### src/rtl/priority_encoder_pipelined.sv
// rtl/priority_encoder_pipelined.sv - pipelined radix-SPLIT priority encoder with valid/ready handshake
module priority_encoder_pipelined #(
  parameter int WIDTH       = 32,
  parameter int SPLIT       = 4,
  parameter int ROUND_ROBIN = 0,
  localparam int WIDTH_LOG  = $clog2(WIDTH)
) (
  input  logic                 clk,
  input  logic                 rst,
  input  logic                 s_vld,
  output logic                 s_rdy,
  input  logic [WIDTH-1:0]     dec_vld,
  output logic                 m_vld,
  input  logic                 m_rdy,
  output logic [WIDTH_LOG-1:0] enc_idx,
  output logic                 enc_vld
);

  localparam int SPLIT_LOG  = $clog2(SPLIT);
  localparam int LEVELS_RAW = (WIDTH_LOG + SPLIT_LOG - 1) / SPLIT_LOG;
  localparam int LEVELS     = (LEVELS_RAW < 1) ? 1 : LEVELS_RAW;
  localparam int PAD        = SPLIT ** LEVELS;
  // Candidate 0 is the raw vector; in round-robin mode candidate 1 is the pointer-masked vector.
  localparam int NC         = (ROUND_ROBIN != 0) ? 2 : 1;

  logic [PAD-1:0]    dec_pad;
  logic [PAD-1:0]    cand [NC];
  logic [LEVELS-1:0] stg_vld_q;
  logic [LEVELS-1:0] stg_rdy;
  logic [LEVELS-1:0] stg_in_vld;
  logic              accept;

  assign dec_pad = PAD'(dec_vld);
  assign accept  = s_vld && s_rdy;
  assign m_vld   = stg_vld_q[LEVELS-1];

  // Ready chain from the output back: a stage may load when empty or when it is draining.
  always_comb begin : p_rdy
    logic nxt;
    stg_rdy = '0;
    nxt     = m_rdy;
    for (int k = LEVELS - 1; k >= 0; k--) begin
      stg_rdy[k] = !stg_vld_q[k] || nxt;
      nxt        = stg_rdy[k];
    end
  end

  // Valid bit arriving at each stage: the accept for the first, the previous stage otherwise.
  always_comb begin
    stg_in_vld    = '0;
    stg_in_vld[0] = accept;
    for (int k = 1; k < LEVELS; k++) begin
      stg_in_vld[k] = stg_vld_q[k-1];
    end
  end

  // Stage-valid bits move forward whenever the stage is ready; bubbles fill in behind.
  always_ff @(posedge clk or posedge rst) begin
    if (rst) begin
      stg_vld_q <= '0;
    end else begin
      for (int k = 0; k < LEVELS; k++) begin
        if (stg_rdy[k]) stg_vld_q[k] <= stg_in_vld[k];
      end
    end
  end

  for (genvar k = 0; k < LEVELS; k++) begin : g_lvl
    localparam int NODES   = PAD / (SPLIT ** (k + 1));
    localparam int IW_FULL = (k + 1) * SPLIT_LOG;
    // A winning index is always below WIDTH, so narrowing to WIDTH_LOG never loses information.
    localparam int IW      = (IW_FULL < WIDTH_LOG) ? IW_FULL : WIDTH_LOG;
    localparam int SPAN    = SPLIT ** k;

    logic [NODES-1:0] nv_d [NC];
    logic [NODES-1:0] nv_q [NC];
    logic [IW-1:0]    ni_d [NC][NODES];
    logic [IW-1:0]    ni_q [NC][NODES];

    if (k == 0) begin : g_leaf
      // Leaf: OR of each SPLIT-bit group and the position of its lowest set bit.
      always_comb begin
        for (int c = 0; c < NC; c++) begin
          for (int n = 0; n < NODES; n++) begin
            nv_d[c][n] = 1'b0;
            ni_d[c][n] = '0;
            for (int b = SPLIT - 1; b >= 0; b--) begin
              if (cand[c][n*SPLIT+b]) begin
                nv_d[c][n] = 1'b1;
                ni_d[c][n] = IW'(b);
              end
            end
          end
        end
      end
    end else begin : g_node
      // Inner node: lowest-numbered valid child wins; its offset is prepended to the child index.
      always_comb begin
        for (int c = 0; c < NC; c++) begin
          for (int n = 0; n < NODES; n++) begin
            nv_d[c][n] = 1'b0;
            ni_d[c][n] = '0;
            for (int ch = SPLIT - 1; ch >= 0; ch--) begin
              if (g_lvl[k-1].nv_q[c][n*SPLIT+ch]) begin
                nv_d[c][n] = 1'b1;
                ni_d[c][n] = IW'(ch * SPAN + 32'(g_lvl[k-1].ni_q[c][n*SPLIT+ch]));
              end
            end
          end
        end
      end
    end

    // Level result register, loaded when valid data arrives at a ready stage.
    always_ff @(posedge clk or posedge rst) begin
      if (rst) begin
        for (int c = 0; c < NC; c++) begin
          nv_q[c] <= '0;
          for (int n = 0; n < NODES; n++) begin
            ni_q[c][n] <= '0;
          end
        end
      end else if (stg_rdy[k] && stg_in_vld[k]) begin
        nv_q <= nv_d;
        ni_q <= ni_d;
      end
    end
  end

  assign enc_vld = g_lvl[LEVELS-1].nv_q[0][0];

  if (ROUND_ROBIN != 0) begin : g_rr
    logic [WIDTH_LOG-1:0] ptr_q;
    logic [WIDTH_LOG-1:0] ptr_d;
    logic [WIDTH-1:0]     rr_mask;

    assign rr_mask = {WIDTH{1'b1}} << ptr_q;

    // Both the raw and the masked vectors enter the tree side by side.
    always_comb begin
      cand[0]    = dec_pad;
      cand[NC-1] = dec_pad & PAD'(rr_mask);
    end

    // Masked result wins when it found anything, otherwise fall back to the raw result.
    assign enc_idx = g_lvl[LEVELS-1].nv_q[NC-1][0] ? g_lvl[LEVELS-1].ni_q[NC-1][0]
                                                   : g_lvl[LEVELS-1].ni_q[0][0];

    // One request in flight so the next one sees the pointer left by this result.
    assign s_rdy = ~|stg_vld_q;

    // Pointer moves just past the granted index on each non-empty output transfer.
    always_comb begin
      ptr_d = ptr_q;
      if (m_vld && m_rdy && enc_vld) begin
        ptr_d = (enc_idx == WIDTH_LOG'(WIDTH - 1)) ? '0 : enc_idx + WIDTH_LOG'(1);
      end
    end

    // Pointer register.
    always_ff @(posedge clk or posedge rst) begin
      if (rst) ptr_q <= '0;
      else     ptr_q <= ptr_d;
    end
  end else begin : g_fixed
    // Fixed priority: only the raw vector is encoded.
    always_comb begin
      cand[0] = dec_pad;
    end

    assign enc_idx = g_lvl[LEVELS-1].ni_q[0][0];
    assign s_rdy   = stg_rdy[0];
  end

endmodule
### config.mk
export PLATFORM = sky130hd
export DESIGN_NAME = priority_encoder_pipelined
export DESIGN_NICKNAME = d
export VERILOG_FILES = /design/src/rtl/priority_encoder_pipelined.sv
export SDC_FILE = /design/constraint.sdc
export NUM_CORES = 1
export LEC_CHECK = 0
export ABC_AREA = 0
export CAP_MARGIN = 5
export CORE_UTILIZATION = 33
export CTS_BUF_LIST = sky130_fd_sc_hd__clkbuf_8
export CTS_CLUSTER_SIZE = 30
export DETAILED_ROUTE_END_ITERATION = 6
export GPL_TIMING_DRIVEN = 0
export HOLD_SLACK_MARGIN = 0.12
export PLACE_DENSITY = 0.63
export SLEW_MARGIN = 25
export SYNTH_ARGS = -nofsm -noshare
export SYNTH_HDL_FRONTEND = slang
export SYNTH_SLANG_ARGS = --single-unit
### constraint.sdc
create_clock -name clk -period 3.1 [get_ports clk]
set_input_delay 0.465 -clock clk [delete_from_list [all_inputs] [get_ports clk]]
set_output_delay 0.465 -clock clk [all_outputs]
set_load 0.02 [all_outputs]
After elaboration in Yosys (flattened, before gate mapping)
Index checks and enable logic that the tools add are counted.
{ "op_classes": {"eq_ne": 0, "bitwise_logic": 0, "order_cmp": 0, "n_mul": 0, "div": 0, "shift": 0, "add_sub_neg": 7, "n_reduce_logical": 10, "muxes": 84} }
{ "op_table": {"columns": ["operator", "count"], "rows": [
  ["2-to-1 mux 2 bit", 32],
  ["2-to-1 mux 1 bit", 42],
  ["2-to-1 mux 4 bit", 8],
  ["adder 4 x 2 -> 4 bit (first input constant)", 4],
  ["2-to-1 mux 5 bit", 2],
  ["adder 3 x 2 -> 4 bit (first input constant)", 2],
  ["adder 5 x 4 -> 5 bit (first input constant)", 1],
  ["logical AND 1 bit", 4],
  ["logical NOT 1 bit", 3],
  ["logical OR 1 bit", 3]
]} }
{ "word_totals": {"wordCells": 118, "latch_bits": 0, "romBits": 0, "input_bits": 36, "n_memories": 0, "ff_bits": 43, "output_inout_bits": 8, "ramBits": 0} }

Depth between registers and ports, before layout
Gate-level depths: netlist of the first run.
{ "logic_depth": {"depth_word": 6, "mapped_depth": 4, "ltp_nobuf": 3} }

Worst setup path before layout of the first run
Ideal clock, no wire load.
{ "synth_path": {"path_type": "register -> register", "start": "register stg_vld_q[2]", "end": "register g_lvl[0].ni_q[16] in the netlist's numbering", "required_time_ns": 2.975, "arrival_ns": 1.282, "synth_period_minus_slack_ns": 1.407, "path_buffers": 1, "setup_slack_ns": 1.693, "stages_incl_launch_ff": 5, "setup_ns": 0.125, "cell_sequence": "dfrtp_1 > nand4b_4 > nand2_4 > buf_12 > mux2_4"} }
{ "synth_between": {"elab_chain_cells": 6} }
{ "synth_rtl": {"columns": ["element", "line", "source"], "rows": [
  ["start, declared", "28", "logic [LEVELS-1:0] stg_vld_q;"],
  ["start signal, assigned by index", "63", "if (stg_rdy[k]) stg_vld_q[k] <= stg_in_vld[k];"],
  ["logical NOT 1 bit (*)", "43", "stg_rdy[k] = !stg_vld_q[k] || nxt;"],
  ["logical OR 1 bit (*) (3 in series)", "43", null],
  ["logical AND 1 bit", "34", "assign accept = s_vld && s_rdy;"],
  ["logical AND 1 bit (*)", "123", "end else if (stg_rdy[k] && stg_in_vld[k]) begin"],
  ["end signal, assigned", "125", "ni_q <= ni_d;"],
  ["end, declared", "78", "logic [IW-1:0] ni_q [NC][NODES];"]
]} }
Every way passes the cells marked *; elsewhere a longest branch is shown, timed or not.
A chain may end at the register's enable or synchronous reset.

Worst setup path in the final report of the first run
{ "layout_path": {"start": "input m_rdy", "end": "output s_rdy"} }
{ "layout_between": {"elab_chain_cells": 3} }
{ "layout_rtl": {"columns": ["element", "line", "source"], "rows": [
  ["start, declared", "14", "input logic m_rdy,"],
  ["logical OR 1 bit (3 in series)", "43", null],
  ["end, declared", "11", "output logic s_rdy,"]
]} }
No other way between the ends.

==> results.md, run 1 <==
* Core ar. at 0.006350 mm2
* Setup TNS at 0 ns
* GP Congestion at 0.7548
* Period utilisation layout at 0.8128
* Buffers on Ports at 43
* Reg clk slew, reported paths at 0.08 ns
* Fraction of the mapped netlist area in adder cells at 0
* Cell Rows at 29
* Mux cell area share after synthesis at 0.1476
* Synth Area per Inst at 10.64 um2
* Main combinational cell family by area after synthesis: simple AND/OR/NAND/NOR gates
* Required @ worst endpoint at 2.63 ns
* Setup violators final at 0
* Area growth syn-to-layout at 31.49%
* Worst r2r path cells at 4
* Die ar. at 0.006903 mm2
* Outcome: finished, final reports clean
* Initial antenna violation count at 0
* Final min period at 2.520 ns
* Simple-gate share of the synthesized area at 0.1759
* CTS tree: built
* Worst-path maximum fanout at 10
* Dpl cells at 325
* Post-Synth XOR/XNOR Area at 0
* Ys Warns at 0
* # hold bufs at CTS at 0
* Via/cell ratio at 5.045
* Routed met3 length at 185 um
* Hold Fails Final Rpt at 0
* Post-CTS setup buffers at 0
* CTS buffer count at 5
* Vias at 1680
* Largest net degree at the start of global routing at 33
* Nets at 291
* Synthesized cell area at 0.002170 mm2
* Pre-Repair DR Iteration Count at 4
* Post-synth cell types at 29
* Top sig layer: met4
* Syn Inst Count at 204
* Worst Tran Pin Value at 0.4086 ns
* Skew final at 0.006494 ns
* Cts repair resizes at 0
* Met2 WL at 1.956 mm
* CTS H-tree depth at 2
* Register area share after synthesis at 0.4960
* Yosys reg bits at 43
* Synthesized Nets at 240
* Routed WL at 4.414 mm
* Die height at 83.09 um
* Estimated wirelength of the detail-placed design at 3.239 mm
* Leak pwr at 1.208 nW
* Drc violations at 0
* Post-detailed-route wirelength per cell at 13.26 um
* Complex-gate fraction of the synthesized area at 0.1407
* Most frequent cells in the layout: dfrtp_1 (43), clkdlybuf4s50_1 (43), nor2_1 (17), a21oi_1 (17), mux2_2 (16)
* RSZ-0062 raised after global routing: false
* Final Power at 1.516 mW
* Worst setup EP type: output pin
* Initial core utilization at 0.3417
* Met1 WL at 2.164 mm
* Vias in the first global route at 1617
* CP arrival at 2.05 ns
* Final non-filler cell total at 333
* Pins Over Slew Limit at 0
* Clock tree sinks at 43
* Critical Path Source Type: input pin
* Max-cap viol count at 0
* Layout cells sized above 1 at 0.1563
* Setup CP Type: input pin to output pin
* Clock Latency Late Sink at 0.31 ns
* Clock Tree Buf Depth at 2
* Antenna-violating nets left at 0
* ANT cells at 0
* Global-route wire length before repair at 7.438 mm
* Pwr dens at 531.5 mW/mm2
* # IOs at 44
* GRT Util Overall at 0.1368
* Worst hold path class: input pin to asynchronous set/reset pin
* Max IR drop VDD at 0.3470 mV
* Total gr overflow at 0
* Root Driver: clkbuf_8
* Max_slew headroom at 0.7205
* Die width at 83.09 um
* Drt first-iter violations at 71
* Max Fclk at 396.9 MHz
cells in the mapped netlist (all sizes together):
| cell type | n | area [um2] |
|---|---|---|
| nand4b | 1 | 23.77 |
| clkbuf | 3 | 11.26 |
| nor3 | 9 | 45.04 |
| mux2 | 24 | 300.3 |
| nor4 | 4 | 25.02 |
| a211o | 1 | 8.760 |
| o31ai | 1 | 7.510 |
| mux2i | 2 | 20.02 |
| a31oi | 2 | 12.51 |
| o21ai | 13 | 65.06 |
| nor3b | 3 | 22.52 |
| a211oi | 4 | 30.03 |
| buf | 3 | 30.03 |
| o41ai | 4 | 35.03 |
| nand2 | 12 | 55.06 |
| a41oi | 6 | 52.55 |
| nor2 | 17 | 63.81 |
| nand3b | 3 | 22.52 |
| and3b | 2 | 17.52 |
| nor2b | 5 | 31.28 |
| a21oi | 17 | 85.08 |
| dfrtp | 43 | 1076 |
| a2111oi | 1 | 8.760 |
| nand2b | 12 | 75.07 |
| inv | 12 | 45.04 |
logic make-up after synthesis:
family,count (synthesis)
buffers and inverters,18
and+or+nand+nor,68
muxes,26
DFF,43
AOI/OAI and AO/OA,49
sequential cells by signal (all words and copies together), names as in the netlist:
signal,count
g_lvl.nv_q,10
stg_vld_q,3
enc_idx,5
g_lvl.ni_q,24
enc_vld,1
path summary, 6_finish.rpt:
check	slack, ns	start	endpoint
max	0.58	m_rdy	s_rdy
min	0.41	rst	g_lvl[1].ni_q[13]
min reg2reg	0.51	g_lvl[1].ni_q[13]	g_lvl[1].ni_q[13]
max in group asynchronous	2.24	rst	g_lvl[0].ni_q[24]
max reg2reg	1.62	stg_vld_q[1]	g_lvl[0].ni_q[24]
min in group clk	0.51	g_lvl[1].ni_q[13]	g_lvl[1].ni_q[13]
critical path, stage by stage:
cell and delay [ns]:
clkdlybuf4s50_1 0.50, nand4b_4 0.20, buf_2 0.24, clkdlybuf4s50_1 0.64
cell type report:
type                    instances  area [um2]
flip-flops and latches         43        1076
inverters                      12       45.04
plain buffers                   6       41.29
repair buffers                 44       450.4
multi-input cells             143        1007
clock buffers                   5       68.82
fillers                       585        3497
clock inverters                 3       67.56
well taps                      77       96.34
metal layers:
layer / global-route usage / vias to the layer above
met5: 0 / -
met4: 0.07524 / 0
met3: 0.02982 / 11
met2: 0.2101 / 41
met1: 0.1796 / 783
li1: - / 845
stage by stage:
| stage | instance area (um2) | worst slack (ns) | hold slack, ns | utilization |
|---|---|---|---|---|
| after floorplan | 2170 | 1.632 | 0.4706 | - |
| after global placement | 2696 | 0.5575 | 0.4909 | 0.4246 |
| after detailed placement | 2716 | 0.5832 | 0.4983 | 0.4278 |
| after CTS | 2853 | 0.5702 | 0.4185 | 0.4493 |
| after global routing | 2853 | 0.5099 | 0.4489 | 0.4493 |
| final | 2853 | 0.5803 | 0.4098 | 0.4493 |
power breakdown:
part	switching, mW	internal, mW	total, mW
logic	0.137	0.171	0.308
clock network	0.205	0.321	0.527
registers	0.0505	0.631	0.682
total	0.393	1.12	1.52
Note: power is estimated with default switching activity, not from simulation.
==> run 2, diff against run 1 <==
Settings changed: PLACE_DENSITY 0.63 to 0.65.
Clock period 3.1 ns to 2.3 ns, I/O delays scaled along.
==> results.md, run 2 (synthesis gave the netlist of run 1 again) <==
* GP Congestion at 0.7727
* GRT Util Overall at 0.1360
* Setup TNS at 0 ns
* Worst hold path class: input pin to asynchronous set/reset pin
* Crit path launch: m_rdy
* CTS buffer count at 5
* Root Driver: clkbuf_8
* Vias in the first global route at 1667
* CP top delay family: buffers and inverters
* Clock Latency Late Sink at 0.29 ns
* CTS H-tree depth at 2
* Outcome: finished, final reports clean
* Most frequent cells in the layout: dfrtp_1 (43), clkdlybuf4s50_1 (42), nor2_1 (17), a21oi_1 (17), mux2_2 (16)
* Post-detailed-route wirelength per cell at 13.10 um
* Drc violations at 0
* Critical Path Max Stage Delay at 0.52 ns
* Final Core Density at 0.4461
* Max_slew headroom at 0.7395
* Area growth syn-to-layout at 30.57%
* # IOs at 44
* Final Power at 1.945 mW
* Antenna-violating nets left at 0
* Global-route wire length before repair at 7.527 mm
* R2r setup slk at 0.82 ns
* CTS tree: built
* Total gr overflow at 0
* Worst setup EP type: output pin
* Post-CTS setup buffers at 0
* Vias at 1673
* Setup violators final at 0
* Routed WL at 4.362 mm
* Pwr dens at 686.8 mW/mm2
* Skew final at 0.004030 ns
* Die ar. at 0.006903 mm2
* Pins Over Slew Limit at 0
* Worst-path maximum fanout at 10
* Die height at 83.09 um
* Max IR drop VDD at 0.3512 mV
* Setup CP Type: input pin to output pin
* Cell Chain, Critical Path: clkdlybuf4s50_1 -> nand4b_4 -> buf_2 -> dlygate4sd2_1
* Clock Tree Buf Depth at 2
* Critical Path Source Type: input pin
* Pre-Repair DR Iteration Count at 4
* Biggest register: g_lvl.ni_q
* Max-cap viol count at 0
* Max Fclk at 494.3 MHz
* Cell Rows at 29
* CP arrival at 1.68 ns
* Final WS setup at 0.2768 ns
* Pre-CTS setup slack at 0.004718 ns
* Drt first-iter violations at 65
* R2r startpoint: stg_vld_q[1]
* Via/cell ratio at 5.024
* Layout cells sized above 1 at 0.1563
* Core ar. at 0.006350 mm2
* Fill cell count at 617
* Nets at 291
* Worst Tran Pin Value at 0.3810 ns
* Period utilisation layout at 0.8797
* CP max stage cell: clkdlybuf4s50_1
* RSZ-0062 raised after global routing: false
* Largest net degree at the start of global routing at 33
* Required @ worst endpoint at 1.96 ns
* # hold bufs at CTS at 0
* ANT cells at 0
* Estimated wirelength of the detail-placed design at 3.232 mm
* Most common cell after layout, fill and taps aside: dfrtp_1
* Initial antenna violation count at 0
* Buffers & Inverters on Critical Path at 3
* Buffers on Ports at 43
* Reg clk slew, reported paths at 0.08 ns
* Min Hold Slack at 0.3062 ns
* Die width at 83.09 um
* Hold Fails Final Rpt at 0
* Clock tree sinks at 43
* Leak pwr at 1.204 nW
* Final min period at 2.023 ns
* Initial core utilization at 0.3417
* Largest register FFs at 24
## run 2: changes by cell type in the layout (fill, tap and decap cells not counted), sizes merged
cell / change
clkinvlp: -1
clkbuf: +1
clkdlybuf4s50: -1
bufinv: -1
dlygate4sd2: +1
clkinv: +1
## run 2: what timing repair did
action	CTS	global route
hold endpoints to repair	0	0
endpoints found under the setup margin	1	0
resized for setup	1	0
## run 2: path summary, 6_finish.rpt
check,end,cells after the start
max,s_rdy,4
min,g_lvl[0].ni_q[29],2
max reg2reg,g_lvl[0].ni_q[22],4
min reg2reg,g_lvl[0].ni_q[24],1
max in group asynchronous,g_lvl[1].ni_q[15],3
min in group clk,g_lvl[0].ni_q[24],1
## run 2: area by class of cell
cell class | instances | area (um2) | share of cell area
flip-flops and latches | 43 | 1076 | 0.3799
multi-input cells | 143 | 1007 | 0.3556
repair buffers | 44 | 449.2 | 0.1586
well taps | 77 | 96.34 | 0.03401
clock buffers | 6 | 82.58 | 0.02915
inverters | 12 | 45.04 | 0.01590
plain buffers | 6 | 41.29 | 0.01458
clock inverters | 2 | 35.03 | 0.01237
## run 2: worst reg2reg max path, cell delays in order (launching register included)
cell and delay [ns]:
dfrtp_1 0.48, nand4b_4 0.19, nand2_4 0.21, buf_12 0.18, mux2_4 0.31
## run 2: power by group
part | total (mW) | switching [mW] | leakage (nW) | internal [mW]
combinational | 0.413 | 0.184 | 0.627 | 0.229
clock | 0.613 | 0.261 | 0.0612 | 0.352
sequential | 0.920 | 0.0686 | 0.516 | 0.851
## run 2: layer usage
metal	wire, um	GRT usage	share of wire	up-vias
li1	-	-	-	840
met1	2119	0.1721	0.49	793
met2	2016	0.2235	0.46	35
met3	177	0.03479	0.041	5
met4	48	0.05172	0.011	0
met5	0	0	0	-
## run 2: metrics by stage
stage | instances | cell area, um2
finish | 333 | 2833
global route | 333 | 2833
CTS | 333 | 2833
detailed placement | 325 | 2716
global placement | 324 | 2696
floorplan | 204 | 2170
==> run 3, diff against run 2 <==
Settings changed: CTS_BUF_LIST sky130_fd_sc_hd__clkbuf_8 to default, GPL_ROUTABILITY_DRIVEN from default to 0.
==> results of run 3 <==
Final layout, timing and power as in run 2 (identical DEF).
